--- src/rtl/clk_ratio_meter_pkg.sv ---
// Shared types and defaults for the slow-clock ratio meter.
// FSM encoding and default counter width.
package clk_ratio_meter_pkg;

  localparam int CNT_W_DEF = 8;

  typedef enum logic [1:0] {
    IDLE    = 2'd0,
    MEASURE = 2'd1,
    TRACK   = 2'd2,
    LOCKED  = 2'd3
  } state_e;

endpackage

--- src/rtl/clk_ratio_meter_sync_edge_detect.sv ---
// Synchronizer chain for a slow clock sampled as data,
// plus a previous-sample flop for rising-edge detection.
module sync_edge_detect
  import clk_ratio_meter_pkg::*;
#(
  parameter int SYNC_STAGES = 2
) (
  input  logic i_clk,
  input  logic i_rst_n,
  input  logic i_d,
  output logic o_sync,
  output logic o_rise
);

  logic [SYNC_STAGES-1:0] sync_q;
  logic                   prev_q;

  always_ff @(posedge i_clk or negedge i_rst_n) begin
    if (!i_rst_n) begin
      sync_q <= '0;
      prev_q <= 1'b0;
    end else begin
      sync_q <= {sync_q[SYNC_STAGES-2:0], i_d};
      prev_q <= sync_q[SYNC_STAGES-1];
    end
  end

  assign o_sync = sync_q[SYNC_STAGES-1];
  assign o_rise = o_sync & ~prev_q;

endmodule

--- src/rtl/clk_ratio_meter.sv ---
// Measures the period of a slow clock in i_clk cycles, with lock/timeout.
// Define CLK_RATIO_METER_HIGH_EN to add the o_high_time output.
module clk_ratio_meter
  import clk_ratio_meter_pkg::*;
#(
  parameter int CNT_W       = CNT_W_DEF,
  parameter int SYNC_STAGES = 2,
  parameter int LOCK_COUNT  = 4,
  parameter int PERIOD_TOL  = 0
) (
  input  logic             i_clk,
  input  logic             i_rst_n,
  input  logic             i_meas_clk,
  output logic             o_edge,
  output logic [CNT_W-1:0] o_period,
  output logic             o_period_valid,
  output logic             o_locked,
`ifdef CLK_RATIO_METER_HIGH_EN
  output logic [CNT_W-1:0] o_high_time,
`endif
  output logic             o_timeout
);

  localparam logic [CNT_W-1:0] MAX = '1;
  localparam int MC_W = $clog2(LOCK_COUNT + 1);
  localparam logic [MC_W-1:0] LOCK_N = MC_W'(LOCK_COUNT);
  localparam logic [CNT_W:0] TOL = (CNT_W+1)'(PERIOD_TOL);

  logic sync, rise;

  sync_edge_detect #(
    .SYNC_STAGES(SYNC_STAGES)
  ) u_sync (
    .i_clk  (i_clk),
    .i_rst_n(i_rst_n),
    .i_d    (i_meas_clk),
    .o_sync (sync),
    .o_rise (rise)
  );

  state_e           state_q, state_d;
  logic [CNT_W-1:0] cnt_q, cnt_d;
  logic [CNT_W-1:0] ref_q, ref_d;
  logic [MC_W-1:0]  mc_q, mc_d, mc_inc;
  logic [CNT_W-1:0] period_q, period_d;
  logic             valid_q, valid_d;
  logic             edge_q, locked_q, timeout_q;
  logic             sat, match;
  logic [CNT_W:0]   diff;

  always_comb begin
    sat = (cnt_q == MAX);
    if ({1'b0, cnt_q} >= {1'b0, ref_q})
      diff = {1'b0, cnt_q} - {1'b0, ref_q};
    else
      diff = {1'b0, ref_q} - {1'b0, cnt_q};
    match  = (diff <= TOL);
    mc_inc = mc_q + 1'b1;

    state_d  = state_q;
    ref_d    = ref_q;
    mc_d     = mc_q;
    period_d = period_q;
    valid_d  = 1'b0;
    cnt_d    = rise ? CNT_W'(1) : (sat ? cnt_q : cnt_q + 1'b1);

    if (rise && sat) begin
      // out-of-range period: restart with this edge as reference
      state_d = MEASURE;
    end else if (rise) begin
      unique case (state_q)
        IDLE: state_d = MEASURE;
        MEASURE: begin
          valid_d  = 1'b1;
          period_d = cnt_q;
          ref_d    = cnt_q;
          mc_d     = MC_W'(1);
          state_d  = (LOCK_COUNT <= 1) ? LOCKED : TRACK;
        end
        TRACK: begin
          valid_d  = 1'b1;
          period_d = cnt_q;
          if (match) begin
            mc_d = mc_inc;
            if (mc_inc >= LOCK_N) state_d = LOCKED;
          end else begin
            ref_d = cnt_q;
            mc_d  = MC_W'(1);
          end
        end
        LOCKED: begin
          valid_d  = 1'b1;
          period_d = cnt_q;
          if (!match) begin
            ref_d   = cnt_q;
            mc_d    = MC_W'(1);
            state_d = (LOCK_COUNT <= 1) ? LOCKED : TRACK;
          end
        end
      endcase
    end else if (sat) begin
      state_d = IDLE;
    end
  end

  always_ff @(posedge i_clk or negedge i_rst_n) begin
    if (!i_rst_n) begin
      state_q   <= IDLE;
      cnt_q     <= '0;
      ref_q     <= '0;
      mc_q      <= '0;
      period_q  <= '0;
      valid_q   <= 1'b0;
      edge_q    <= 1'b0;
      locked_q  <= 1'b0;
      timeout_q <= 1'b0;
    end else begin
      state_q   <= state_d;
      cnt_q     <= cnt_d;
      ref_q     <= ref_d;
      mc_q      <= mc_d;
      period_q  <= period_d;
      valid_q   <= valid_d;
      edge_q    <= rise;
      locked_q  <= (state_d == LOCKED);
      timeout_q <= sat;
    end
  end

`ifdef CLK_RATIO_METER_HIGH_EN
  logic [CNT_W-1:0] hi_q, hi_out_q, hi_sum;

  assign hi_sum = (hi_q == MAX) ? MAX : hi_q + CNT_W'(sync);

  always_ff @(posedge i_clk or negedge i_rst_n) begin
    if (!i_rst_n) begin
      hi_q     <= '0;
      hi_out_q <= '0;
    end else begin
      hi_q <= rise ? '0 : hi_sum;
      if (valid_d) hi_out_q <= hi_sum;
    end
  end

  assign o_high_time = hi_out_q;
`else
  logic sync_unused;
  assign sync_unused = sync;
`endif

  assign o_edge         = edge_q;
  assign o_period       = period_q;
  assign o_period_valid = valid_q;
  assign o_locked       = locked_q;
  assign o_timeout      = timeout_q;

endmodule
--- config.mk ---
export PLATFORM = sky130hd
export DESIGN_NAME = clk_ratio_meter
export DESIGN_NICKNAME = d
export VERILOG_FILES = /design/src/rtl/clk_ratio_meter_pkg.sv /design/src/rtl/clk_ratio_meter_sync_edge_detect.sv /design/src/rtl/clk_ratio_meter.sv
export SDC_FILE = /design/constraint.sdc
export NUM_CORES = 1
export LEC_CHECK = 0
export CORE_ASPECT_RATIO = 1.1
export CORE_MARGIN = 2
export CORE_UTILIZATION = 45
export CTS_CLUSTER_SIZE = 16
export DETAILED_ROUTE_END_ITERATION = 10
export PLACE_DENSITY = 0.61
export SYNTH_ARGS = -nofsm -noshare
export SYNTH_HDL_FRONTEND = slang
export SYNTH_HIERARCHICAL = 1
export SYNTH_SLANG_ARGS = --single-unit
--- constraint.sdc ---
create_clock -name i_clk -period 2.9 [get_ports i_clk]
set_input_delay 0.58 -clock i_clk [delete_from_list [all_inputs] [get_ports i_clk]]
set_output_delay 0.58 -clock i_clk [all_outputs]
set_load 0.05 [all_outputs]
Word-level counts from Yosys, hierarchy flattened:

Cells that the tools add are included.

* register bits: 36
* input bits: 3
* output and inout bits: 12
* word-level logic and storage cells: 56

* add/sub/neg operators: 4
* magnitude comparators: 3
* eq/ne operators: 8
* multiplexer cells: 18
* bitwise gates (word level): 3
* reductions and logical operators: 9

Operators with widths (count)
* $mux 8: 3
* $sub 8x8->9: 2
* $pmux 8 s2: 1
* $mux 2: 6
* $le 9x1->1 const B: 1
* $mux 9: 1
* $pmux 3 s3: 1
* $add 8x1->8 const B: 1
* $eq 8x8->1 const B: 1
* $ge 8x8->1: 1
* $pmux 2 s4: 1
* $reduce_and 4->1: 2
* $eq 2x2->1 const B: 3
* $mux 3: 2
* $ne 2x2->1 const B: 3
* $add 3x1->3 const B: 1
* $ge 3x3->1 const B: 1
* $mux 1: 3
* $reduce_and 3->1: 1
* $reduce_bool 3->1: 1
* $reduce_or 3->1: 1
* $eq 2x1->1 const B: 1
* $logic_not 2->1: 1
* $not 1->1: 2
* 4 further kinds: 4

Depth between registers and ports, before layout:

Gate-level depths: netlist of run 1.

* depth after elaboration: 8
* gate-level depth with buffers: 11
* gate-level depth less buffers: 9

Cells and area by module:

The synthesis of run 1 kept the hierarchy.

By module, submodules not included
* clk_ratio_meter: instances 1, cells an instance 220, area an instance 2054.5 um^2, seq. area each 825.8 um^2
* sync_edge_detect: instances 1, cells an instance 4, area an instance 88.8 um^2, seq. area each 75.1 um^2

Worst setup path after synthesis of run 1:

Ideal clock, no wire load.

* kind: register -> register
* start point: register cnt_q[3]
* end point: register ref_q[0]
* setup time: 79 ps
* data arrival time: 2544 ps
* required time: 2821 ps
* path slack: 276 ps
* stages on the path, launching flop included: 12
* path buffers: 2
* clock period less this slack: 2624 ps
* path through: dfrtp_1 -> inv_1 -> ha_1 -> buf_6 -> a21o_1 -> a21oi_2 -> a21oi_2 -> or3_4 -> a2111oi_4 -> or3_4 -> buf_12 -> mux2i_1

* cells in the longest elaborated chain, start to end: 5
* elaborated cells on any way between the ends: 10
* classes of those cells: add/sub (2); order compare (2); eq/ne (2); mux (1); bitwise (1); reduce/logical (2)

RTL lines
* start, declared: RTL line clk_ratio_meter.sv:42 `logic [CNT_W-1:0] cnt_q, cnt_d;`
* start signal, assigned: RTL line clk_ratio_meter.sv:119 `cnt_q <= cnt_d;`
* $sub 8x8->9, or another cell as far along: RTL line clk_ratio_meter.sv:56 `diff = {1'b0, ref_q} - {1'b0, cnt_q};`
* $mux 9: RTL line clk_ratio_meter.sv:53 `if ({1'b0, cnt_q} >= {1'b0, ref_q})`
* $le 9x1->1: RTL line clk_ratio_meter.sv:57 `match = (diff <= TOL);`
* $ne 2x2->1 (no source line)
* $reduce_and 4->1 (no source line) (*)
* end signal, assigned: RTL line clk_ratio_meter.sv:120 `ref_q <= ref_d;`
* end, declared: RTL line clk_ratio_meter.sv:43 `logic [CNT_W-1:0] ref_q, ref_d;`

Every way passes the cells marked *; elsewhere a longest branch is shown, timed or not.
A chain may end at the register's enable or synchronous reset.

Worst setup path after layout of run 1:

* start point: register cnt_q[3]
* end point: register ref_q[1]

The elaborated chain is that of the path after synthesis.

==> results of run 1 <==
## Yosys cell counts, drive strengths merged (5+ instances only)
cell type / instances / area, µm²
a21oi: 10 / 57.6
nor3: 7 / 35.0
ha: 18 / 225
xnor2: 5 / 43.8
nor2b: 5 / 38.8
o21ai: 17 / 85.1
nor2: 12 / 45.0
nand2: 25 / 93.8
inv: 20 / 75.1
clkbuf: 7 / 26.3
dfrtp: 36 / 901
nand3: 8 / 40.0
mux2i: 9 / 90.1
## final cells by class
type	instances	area, µm²
clock buffers	7	96.3
fillers	440	2190
inverters	20	75.1
multi-input cells	159	1110
flip-flops and latches	36	901
well taps	56	70.1
repair buffers	19	173
## placed cells by master (no fill, tap or decap), types with 4 or more instances in the layout
| master | synthesis | layout |
|---|---|---|
| ha_1 | 18 | 17 |
| inv_1 | 20 | 20 |
| nand3_1 | 8 | 8 |
| dfrtp_1 | 36 | 36 |
| clkbuf_8 | 0 | 7 |
| a21oi_1 | 8 | 8 |
| mux2i_1 | 9 | 9 |
| nor2_1 | 12 | 12 |
| nor2b_1 | 4 | 4 |
| buf_4 | 0 | 5 |
| nand2_1 | 25 | 25 |
| clkdlybuf4s50_1 | 0 | 13 |
| nor3_1 | 7 | 7 |
| o21ai_0 | 16 | 16 |
| xnor2_1 | 5 | 5 |
## per-stage QoR
step | setup slack [ps] | instances | utilization | hold WS (ps) | power, mW
after floorplan | 276 | 224 | - | 284 | 1.48
after global placement | 177 | 289 | 0.503 | 341 | 1.68
after detailed placement | 108 | 289 | 0.503 | 338 | 1.68
after CTS | 90.6 | 296 | 0.524 | 364 | 2.07
after global routing | 22.0 | 297 | 0.526 | 372 | 2.23
final | 130 | 297 | 0.526 | 360 | 2.06
## where the power goes
group | internal (mW) | total (mW) | switching, mW | leakage (nW)
combinational | 0.432 | 1.04 | 0.606 | 0.636
sequential | 0.582 | 0.642 | 0.0602 | 0.465
clock | 0.211 | 0.382 | 0.171 | 0.0503
total | 1.22 | 2.06 | 0.837 | 1.15
## worst max-delay path, stage by stage, from the launching register on
cell and delay, ps:
dfrtp_1 410, inv_1 110, ha_1 400, a21o_1 210, a21oi_2 180, a21oi_2 90, or3_4 380, a2111oi_4 420
or3_2 290, mux2i_1 190
## flip-flops by register name, indices dropped and copies added, names as in the netlist, 2 cells and up
name / count
state_q: 2
ref_q: 8
o_period: 8
u_sync/sync_q: 2
mc_q: 3
cnt_q: 8
## kinds of logic (layout without fill, tap and decap cells)
| group | Yosys count | after routing | synth area share |
|---|---|---|---|
| muxes | 9 | 9 | 0.0420 |
| and+or+nand+nor | 75 | 76 | 0.180 |
| adders and majority gates | 18 | 18 | 0.105 |
| DFF | 36 | 36 | 0.420 |
| buffers and inverters | 30 | 46 | 0.0642 |
| AOI/OAI and AO/OA | 48 | 48 | 0.155 |
| xor gates and xnor gates | 8 | 8 | 0.0327 |
## how the worst min path moves through the flow
stage                                             to  slack [ps]  depth (start not counted)
after global placement    u_sync/sync_q[1]$_DFF_PN0_         340                          0
after floorplan                 cnt_q[0]$_DFFE_PN0P_         280                          0
after global routing      u_sync/sync_q[1]$_DFF_PN0_         370                          0
after CTS                 u_sync/sync_q[1]$_DFF_PN0_         360                          0
final                     u_sync/sync_q[1]$_DFF_PN0_         360                          0
after detailed placement  u_sync/sync_q[1]$_DFF_PN0_         340                          0
## per-layer routing
metal  GRT usage  vias to the layer above
li1            -                      805
met3      0.0344                        8
met4      0.0692                        0
met5           0                        -
met1       0.267                      754
met2       0.252                       20
==> flow_summary.ini, run 1 <==
[grt]
overflow = 0
track_usage = 0.178
grt_pass1_vias = 1557
antenna_found_initial = 0
grt_max_degree = 37
grt_pass1_wl_um = 7560

[floorplan]
dieArea_mm2 = 0.00533
start_util = 0.464
die_h_um = 76.4
row_count = 26
num_io_pins = 15
core_mm2 = 0.00462
die_w_um = 69.8

[worst_setup_path]
arrival_ps = 2980
setup.worst_path.start_class = flip-flop
r2r_cells = 9
cp_max_fo = 8
crit_start = cnt_q[3]$_DFFE_PN0P_
rr_endpoint = ref_q[1]$_DFFE_PN0P_
r2r_slack_ps = 130
crit_type = reg2reg
r2r_start = cnt_q[3]$_DFFE_PN0P_
worst_setup_path_end_kind = flip-flop
setup.worst_path.end = ref_q[1]$_DFFE_PN0P_
required_ps = 3110

[synth]
netlist_instances = 224
syn-cell-area_mm2 = 0.00214
synth-edff-count = 0
syn-mean-instance-area_um2 = 9.57
synth_seq_cells = 36
async_flop_share = 1.00
yosys_warnings = 6
synth_cell_types = 44
seq_area_frac_synth = 0.420
synthFlopType = dfrtp_1
syn-num-nets = 245

[placement]
gp_congestion = 0.888
placed_cell_area_mm2 = 0.00232
hpwl_um = 3210
io_buffers = 14

[drt]
vias_per_cell = 5.34
met2_length_um = 1900
avgRoutedWirePerCell_um = 14.7
met1_length_um = 2280
wl_met3_um = 101
routed.top_layer = met4
drtIter0Drc = 109
drc = 0
dr.pass1.iters = 4
ant_nets = 0
vias = 1587
drt_wl_total_um = 4370

[power]
p_leak_nw = 1.15
powerDensity_mw_per_mm2 = 849
peakVddDrop_mv = 0.417

[clock_tree]
tritoncts = built
cts.htree.levels = 2
cts_hold_buf = 0
post_cts_buffers = 0
clock_latency_ps = 290
cts_buffer_depth = 2
cts_buffers = 5
clk_pin_slew_ps = 60
post_cts_resized = 0
cts.sinks = 36
root_buffer = clkbuf_8

[timing]
finalCritPeriodShare = 0.955
drv_slew = 0
skew_ps = 4.76
hold_violations = 0
relSlewSlack = 0.472
max_clock_freq_mhz = 361
tightest_slew_ps = 792
tns_ps = 0
finalSetupViolCount = 0
period_needed_ps = 2770
rsz0062_at_grt = no

[cells_and_area]
drive_above_1_share = 0.0996
finalNetCount = 262
areaGrowthSynthToFinish_pct = 13.4
antennaDiodeCount = 0
final_area_mm2 = 0.00243

[flow_run]
max_cap_violations = 0

[status]
status = finished clean

[min_path]
hp-class = reg2reg
worstHoldStart = u_sync/sync_q[0]$_DFF_PN0_
Power figures use the tool's default switching activity.
==> run 2, diff against run 1 <==
--- a/config.mk
+++ b/config.mk
@@ -10,7 +10,7 @@
 export CORE_UTILIZATION = 45
 export CTS_CLUSTER_SIZE = 16
 export DETAILED_ROUTE_END_ITERATION = 10
-export PLACE_DENSITY = 0.61
+export PLACE_DENSITY = 0.63
 export SYNTH_ARGS = -nofsm -noshare
 export SYNTH_HDL_FRONTEND = slang
 export SYNTH_HIERARCHICAL = 1
==> constraint.sdc (replaced) <==
create_clock -name i_clk -period 2.26 [get_ports i_clk]
set_input_delay 0.452 -clock i_clk [delete_from_list [all_inputs] [get_ports i_clk]]
set_output_delay 0.452 -clock i_clk [all_outputs]
set_load 0.05 [all_outputs]
==> run 2 against run 1 <==
The flow now finishes with violations (negative setup slack). Global-route usage rose by 1.4 points. Cell area up 14%. Non-clock buffer count rose by 34. Cell count is 11% higher. Power is 53% higher. Count of clock-buffer cells in the layout decreased by 1. Clock power is 9.4% higher. Routed wire length grew 8.4%. Combinational power grew 84%. Worst hold slack got worse by 110 ps. Sequential power up 28%.
==> flow_summary.ini, run 2 (synthesis gave the netlist of run 1 again) <==
[drt]
drt_wl_total_um = 4740
vias_per_cell = 5.16
dr.pass1.iters = 4
drc = 0
ant_nets = 0
avgRoutedWirePerCell_um = 14.3
vias = 1709
drtIter0Drc = 68

[worst_setup_path]
rr_endpoint = ref_q[3]$_DFFE_PN0P_
r2r_cells = 9
crit_type = reg2reg
setup.worst_path.start_class = flip-flop
required_ps = 2460
crit_family = compound AO/OA/AOI/OAI gates
r2r_slack_ps = -160
r2r_start = cnt_q[2]$_DFFE_PN0P_
arrival_ps = 2620
cp_cell_sequence = buf_6, ha_2, a21o_1, a21oi_2, a21oi_2, or3_4, a2111oi_4, or3_4, mux2i_1
worst_setup_path_end_kind = flip-flop
critPathSlowestCell = dfrtp_1
cp_max_fo = 5
cpPeakStageDelay_ps = 390
critPathBufInv = 1

[grt]
grt_pass1_vias = 1768
track_usage = 0.192
antenna_found_initial = 0
grt_max_degree = 37
grt_pass1_wl_um = 8110
overflow = 0

[placement]
io_buffers = 14
hpwl_um = 3530
placed_cell_area_mm2 = 0.00257
gp_congestion = 0.784

[clock_tree]
cts.sinks = 36
cts_buffers = 5
cts_buffer_depth = 2
root_buffer = clkbuf_8
clock_latency_ps = 280
clk_pin_slew_ps = 60
tritoncts = built
cts.htree.levels = 2

[floorplan]
die_w_um = 69.8
start_util = 0.464
dieArea_mm2 = 0.00533
row_count = 26
die_h_um = 76.4
num_io_pins = 15
core_mm2 = 0.00462

[timing]
rsz0062_at_grt = yes
relSlewSlack = 0.480
max_clock_freq_mhz = 414
tns_ps = -1420
finalSetupViolCount = 13
fin_ws_ps = -157
drv_slew = 0
finalCritPeriodShare = 1.07
tightest_slew_ps = 781
period_needed_ps = 2420
whs_ps = 247
skew_ps = 2.91
hold_violations = 0

[power]
p_leak_nw = 1.35
finalPower_mw = 3.15
peakVddDrop_mv = 0.608
powerDensity_mw_per_mm2 = 1130

[cells_and_area]
finalNetCount = 296
final_core_util = 0.602
final_common_cell = buf_4
final_area_mm2 = 0.00278
layout_common_cells = buf_4 (38), dfrtp_1 (36), nand2_1 (25), inv_1 (18), o21ai_0 (16)
antennaDiodeCount = 0
drive_above_1_share = 0.273
areaGrowthSynthToFinish_pct = 29.8

[flow_run]
max_cap_violations = 0

[status]
status = complete, but fails checks
violations = negative setup slack

[min_path]
hp-class = in2async
==> run 2: cell count changes in the layout (fill, tap and decap cells not counted), moves of 3 or more <==
| cell | delta |
|---|---|
| o22ai_2 | +3 |
| o22ai_1 | -3 |
| ha_4 | +4 |
| buf_4 | +33 |
| ha_1 | -4 |
==> run 2: worst max-delay path by stage <==
stage                          from              endpoint  slack [ps]  cells past startpoint
2_1_floorplan  cnt_q[3]$_DFFE_PN0P_  ref_q[0]$_DFFE_PN0P_        -180                     11
3_3_place_gp   cnt_q[1]$_DFFE_PN0P_  ref_q[6]$_DFFE_PN0P_        -190                      8
3_5_place_dp   cnt_q[1]$_DFFE_PN0P_  ref_q[5]$_DFFE_PN0P_        -200                      8
4_1_cts        cnt_q[3]$_DFFE_PN0P_  ref_q[3]$_DFFE_PN0P_        -160                      9
5_1_grt        cnt_q[3]$_DFFE_PN0P_  ref_q[7]$_DFFE_PN0P_        -300                      9
6_report       cnt_q[2]$_DFFE_PN0P_  ref_q[3]$_DFFE_PN0P_        -160                      9
==> run 2: worst reg2reg max path: stages (launching register included) <==
cell and delay (ps):
dfrtp_1 390, buf_6 140, ha_2 190, a21o_1 200, a21oi_2 160, a21oi_2 90, or3_4 340, a2111oi_4 370
or3_4 260, mux2i_1 200
==> run 2: power by group <==
group	leakage [nW]	internal, mW	switching, mW
clock	0.0410	0.209	0.208
combinational	0.842	0.947	0.961
sequential	0.465	0.747	0.0755
==> run 2: stage by stage <==
stage,std cells,setup slack [ps]
6_report,331,-157
5_1_grt,331,-296
4_1_cts,330,-164
3_5_place_dp,319,-196
3_3_place_gp,319,-190
2_1_floorplan,224,-185
==> run 2: final cells by class <==
cell class | instances | area, µm²
repair buffers | 53 | 432
multi-input cells | 159 | 1230
flip-flops and latches | 36 | 901
inverters | 20 | 75.1
clock buffers | 6 | 72.6
well taps | 56 | 70.1
fillers | 389 | 1840
clock inverters | 1 | 5.00
==> run 2: what timing repair did <==
action                                  4_1_cts  5_1_grt
cloned                                        1        0
hold buffers                                  0        0
setup buffers                                 3        1
gates resized for setup                      16        1
pin swaps                                     9        2
endpoints found under the setup margin       13       13
endpoints found under the hold margin         0        0
==> run 2: layer usage <==
metal / vias to the layer above / global-route usage / part of all wire / routed length [µm]
li1: 872 / - / - / -
met1: 805 / 0.247 / 0.49 / 2300
met2: 22 / 0.314 / 0.47 / 2250
met3: 10 / 0.0357 / 0.018 / 85
met4: 0 / 0.0827 / 0.022 / 103
met5: - / 0 / 0 / 0
==> run 3, diff against run 2 <==
--- a/config.mk
+++ b/config.mk
@@ -5,9 +5,11 @@
 export SDC_FILE = /design/constraint.sdc
 export NUM_CORES = 1
 export LEC_CHECK = 0
+export ABC_AREA = 1
 export CORE_ASPECT_RATIO = 1.1
 export CORE_MARGIN = 2
 export CORE_UTILIZATION = 45
+export CTS_BUF_LIST = sky130_fd_sc_hd__clkbuf_16
 export CTS_CLUSTER_SIZE = 16
 export DETAILED_ROUTE_END_ITERATION = 10
 export PLACE_DENSITY = 0.63
==> run 3 against run 2 <==
The flow now finishes without violations. Critical path depth grew 6. Cell count grew 24%. Setup slack gained 310 ps. Register-to-register slack better by 310 ps. Cell area increased by 1.3%. Clock skew up 1.1 ps. Via count is 19% higher. Sequential share of layout area decreased by 0.40 points. Count of clock-buffer cells in the layout fell by 1. Synthesized cell count rose by 40%.
==> flow_summary.ini, run 3 <==
[status]
status = finished clean

[grt]
track_usage = 0.198
antenna_found_initial = 0
overflow = 0
grt_pass1_vias = 1982
grt_max_degree = 37
grt_pass1_wl_um = 8760

[clock_tree]
tritoncts = built
cts.htree.levels = 2
clock_latency_ps = 280
clk_pin_slew_ps = 50
cts_buffers = 5
cts_buffer_depth = 2
root_buffer = clkbuf_16
cts.sinks = 36
cts_hold_buf = 0

[worst_setup_path]
cpPeakStageDelay_ps = 380
crit_type = reg2reg
cpMostUsedCell = nand2_1
cp_cell_sequence = inv_2, ha_2, or2_1, nand3_1, nand2_1, nor2_1, nand2_1, nor2_1, nand3_1, nand2_1, nand2_4, nand2_8, nand2_1, nand2_1, nand2_1
arrival_ps = 2270
critPathSlowestCell = dfrtp_1
required_ps = 2430
cp_max_fo = 10
setup.worst_path.start_class = flip-flop
worst_setup_path_end_kind = flip-flop

[synth]
synth_xor_area_frac = 0.00766
synth_compound_area_frac = 0.0925
synth_cell_types = 28
syn-cell-area_mm2 = 0.00229
synth_common_cells = nand2_1 (99), inv_1 (54), dfrtp_1 (36)
synth_seq_cells = 36
syn-mean-instance-area_um2 = 7.28
synth_mux_area_frac = 0
seq_area_frac_synth = 0.394
synth-simple-area-share = 0.301
async_flop_share = 1.00
netlist_instances = 314
synth_adder_area_share = 0.0985
yosysMostFrequentCell = nand2_1
synth_top_area_share = 0.394
yosys_warnings = 6
synthTopCellsByArea = dfrtp_1 (39%), nand2_1 (16%), ha_1 (9.8%)
synth_top_family_by_area = simple AND/OR/NAND/NOR gates
syn-num-nets = 335
synth-edff-count = 0
synth_largest_area_cell = dfrtp_1
synthFlopType = dfrtp_1

[flow_run]
max_cap_violations = 0

[floorplan]
num_io_pins = 15
row_count = 27
dieArea_mm2 = 0.00567
core_mm2 = 0.00497
start_util = 0.461
die_w_um = 72.0
die_h_um = 78.8

[power]
powerDensity_mw_per_mm2 = 1260
switching_share = 0.454
pwr-share-comb = 0.584
p_leak_nw = 1.50
seqPwrFrac = 0.236
p_clk_frac = 0.180
internal-power_mw = 1.93
power_switching_mw = 1.61
peakVddDrop_mv = 0.756

[timing]
finalSetupViolCount = 0
hold_violations = 0
period_needed_ps = 2110
finalCritPeriodShare = 0.933
tns_ps = 0
max_clock_freq_mhz = 474
drv_slew = 0
tightest_slew_ps = 790
relSlewSlack = 0.474
skew_ps = 3.97

[drt]
vias = 2030
drtIter0Drc = 76
drt_wl_total_um = 5140
vias_per_cell = 4.96
avgRoutedWirePerCell_um = 12.6
ant_nets = 0
drc = 0
dr.pass1.iters = 4

[placement]
dp.cells = 396
gp_congestion = 0.848
io_buffers = 14
hpwl_um = 3750
placed_cell_area_mm2 = 0.00256

[cells_and_area]
multi_input_area_mm2 = 0.00123
fill_cells = 446
final_core_util = 0.567
antennaDiodeCount = 0
drive_above_1_share = 0.148
finalNetCount = 371
layout_common_cells = nand2_1 (97), inv_1 (54), dfrtp_1 (36), nor2_1 (21), nand3_1 (20)
finalNonFillerCells = 409
final_common_cell = nand2_1
areaGrowthSynthToFinish_pct = 23.1
seq_area_um2 = 901
final_area_mm2 = 0.00282

[min_path]
hp-class = in2async
-- run 3: cells by family after synthesis --
kind of cell | Yosys count
AO/OA/AOI/OAI | 40
XOR/XNOR | 2
adder cells (fa/ha/maj) | 18
AND/OR/NAND/NOR | 158
flip-flops | 36
buffers and inverters | 60
-- run 3: power by group through the flow --
stage | Sequential (mW) | Clock (mW) | Combinational [mW]
2_1_floorplan | 0.950 | 0 | 1.36
3_3_place_gp | 0.835 | 0 | 1.92
3_5_place_dp | 0.839 | 0 | 1.92
4_1_cts | 0.830 | 0.650 | 1.93
5_1_grt | 0.853 | 0.673 | 2.40
6_report | 0.836 | 0.637 | 2.07
-- run 3: path summary, 6_finish.rpt --
check                      slack (ps)  cells past startpoint                        from                          to
setup / recovery                  150                     15        cnt_q[2]$_DFFE_PN0P_         mc_q[0]$_DFFE_PN0P_
hold / removal                    260                      1                     i_rst_n     o_period[0]$_DFFE_PN0P_
setup reg to reg                  150                     15        cnt_q[2]$_DFFE_PN0P_         mc_q[0]$_DFFE_PN0P_
hold reg to reg                   350                      0  u_sync/sync_q[0]$_DFF_PN0_  u_sync/sync_q[1]$_DFF_PN0_
max in group asynchronous        1500                      1                     i_rst_n     o_period[5]$_DFFE_PN0P_
min in group i_clk                350                      0  u_sync/sync_q[0]$_DFF_PN0_  u_sync/sync_q[1]$_DFF_PN0_
-- run 3: layout make-up --
cell class	count	share of cell area
Multi-Input combinational cell	219	0.437
Sequential cell	36	0.320
Timing Repair Buffer	31	0.0933
Inverter	57	0.0760
Clock buffer	5	0.0444
Tap cell	58	0.0258
Clock inverter	3	0.00400
-- run 3: critical path: cells and delay by family (launching register included) --
kind | cells | cell delay [ps]
buffers and inverters | 1 | 80
adders and majority gates | 1 | 310
DFF | 1 | 380
and+or+nand+nor | 13 | 1220
-- run 3: per-layer routing --
| metal | wire length (µm) | track usage |
|---|---|---|
| met5 | 0 | 0 |
| met4 | 178 | 0.108 |
| met3 | 162 | 0.0305 |
| met2 | 2460 | 0.312 |
| met1 | 2330 | 0.260 |
-- run 3: stage by stage --
step,setup slack (ps),total power [mW],hold slack (ps)
2_1_floorplan,222,2.31,156
3_3_place_gp,41.3,2.75,351
3_5_place_dp,25.4,2.76,338
4_1_cts,4.96,3.41,288
5_1_grt,-1.01,3.92,343
6_report,152,3.54,260
-- run 3: timing repair --
action	CTS	global route
buffers inserted	0	4
endpoints found under the setup margin	0	13
gates resized for setup	0	17
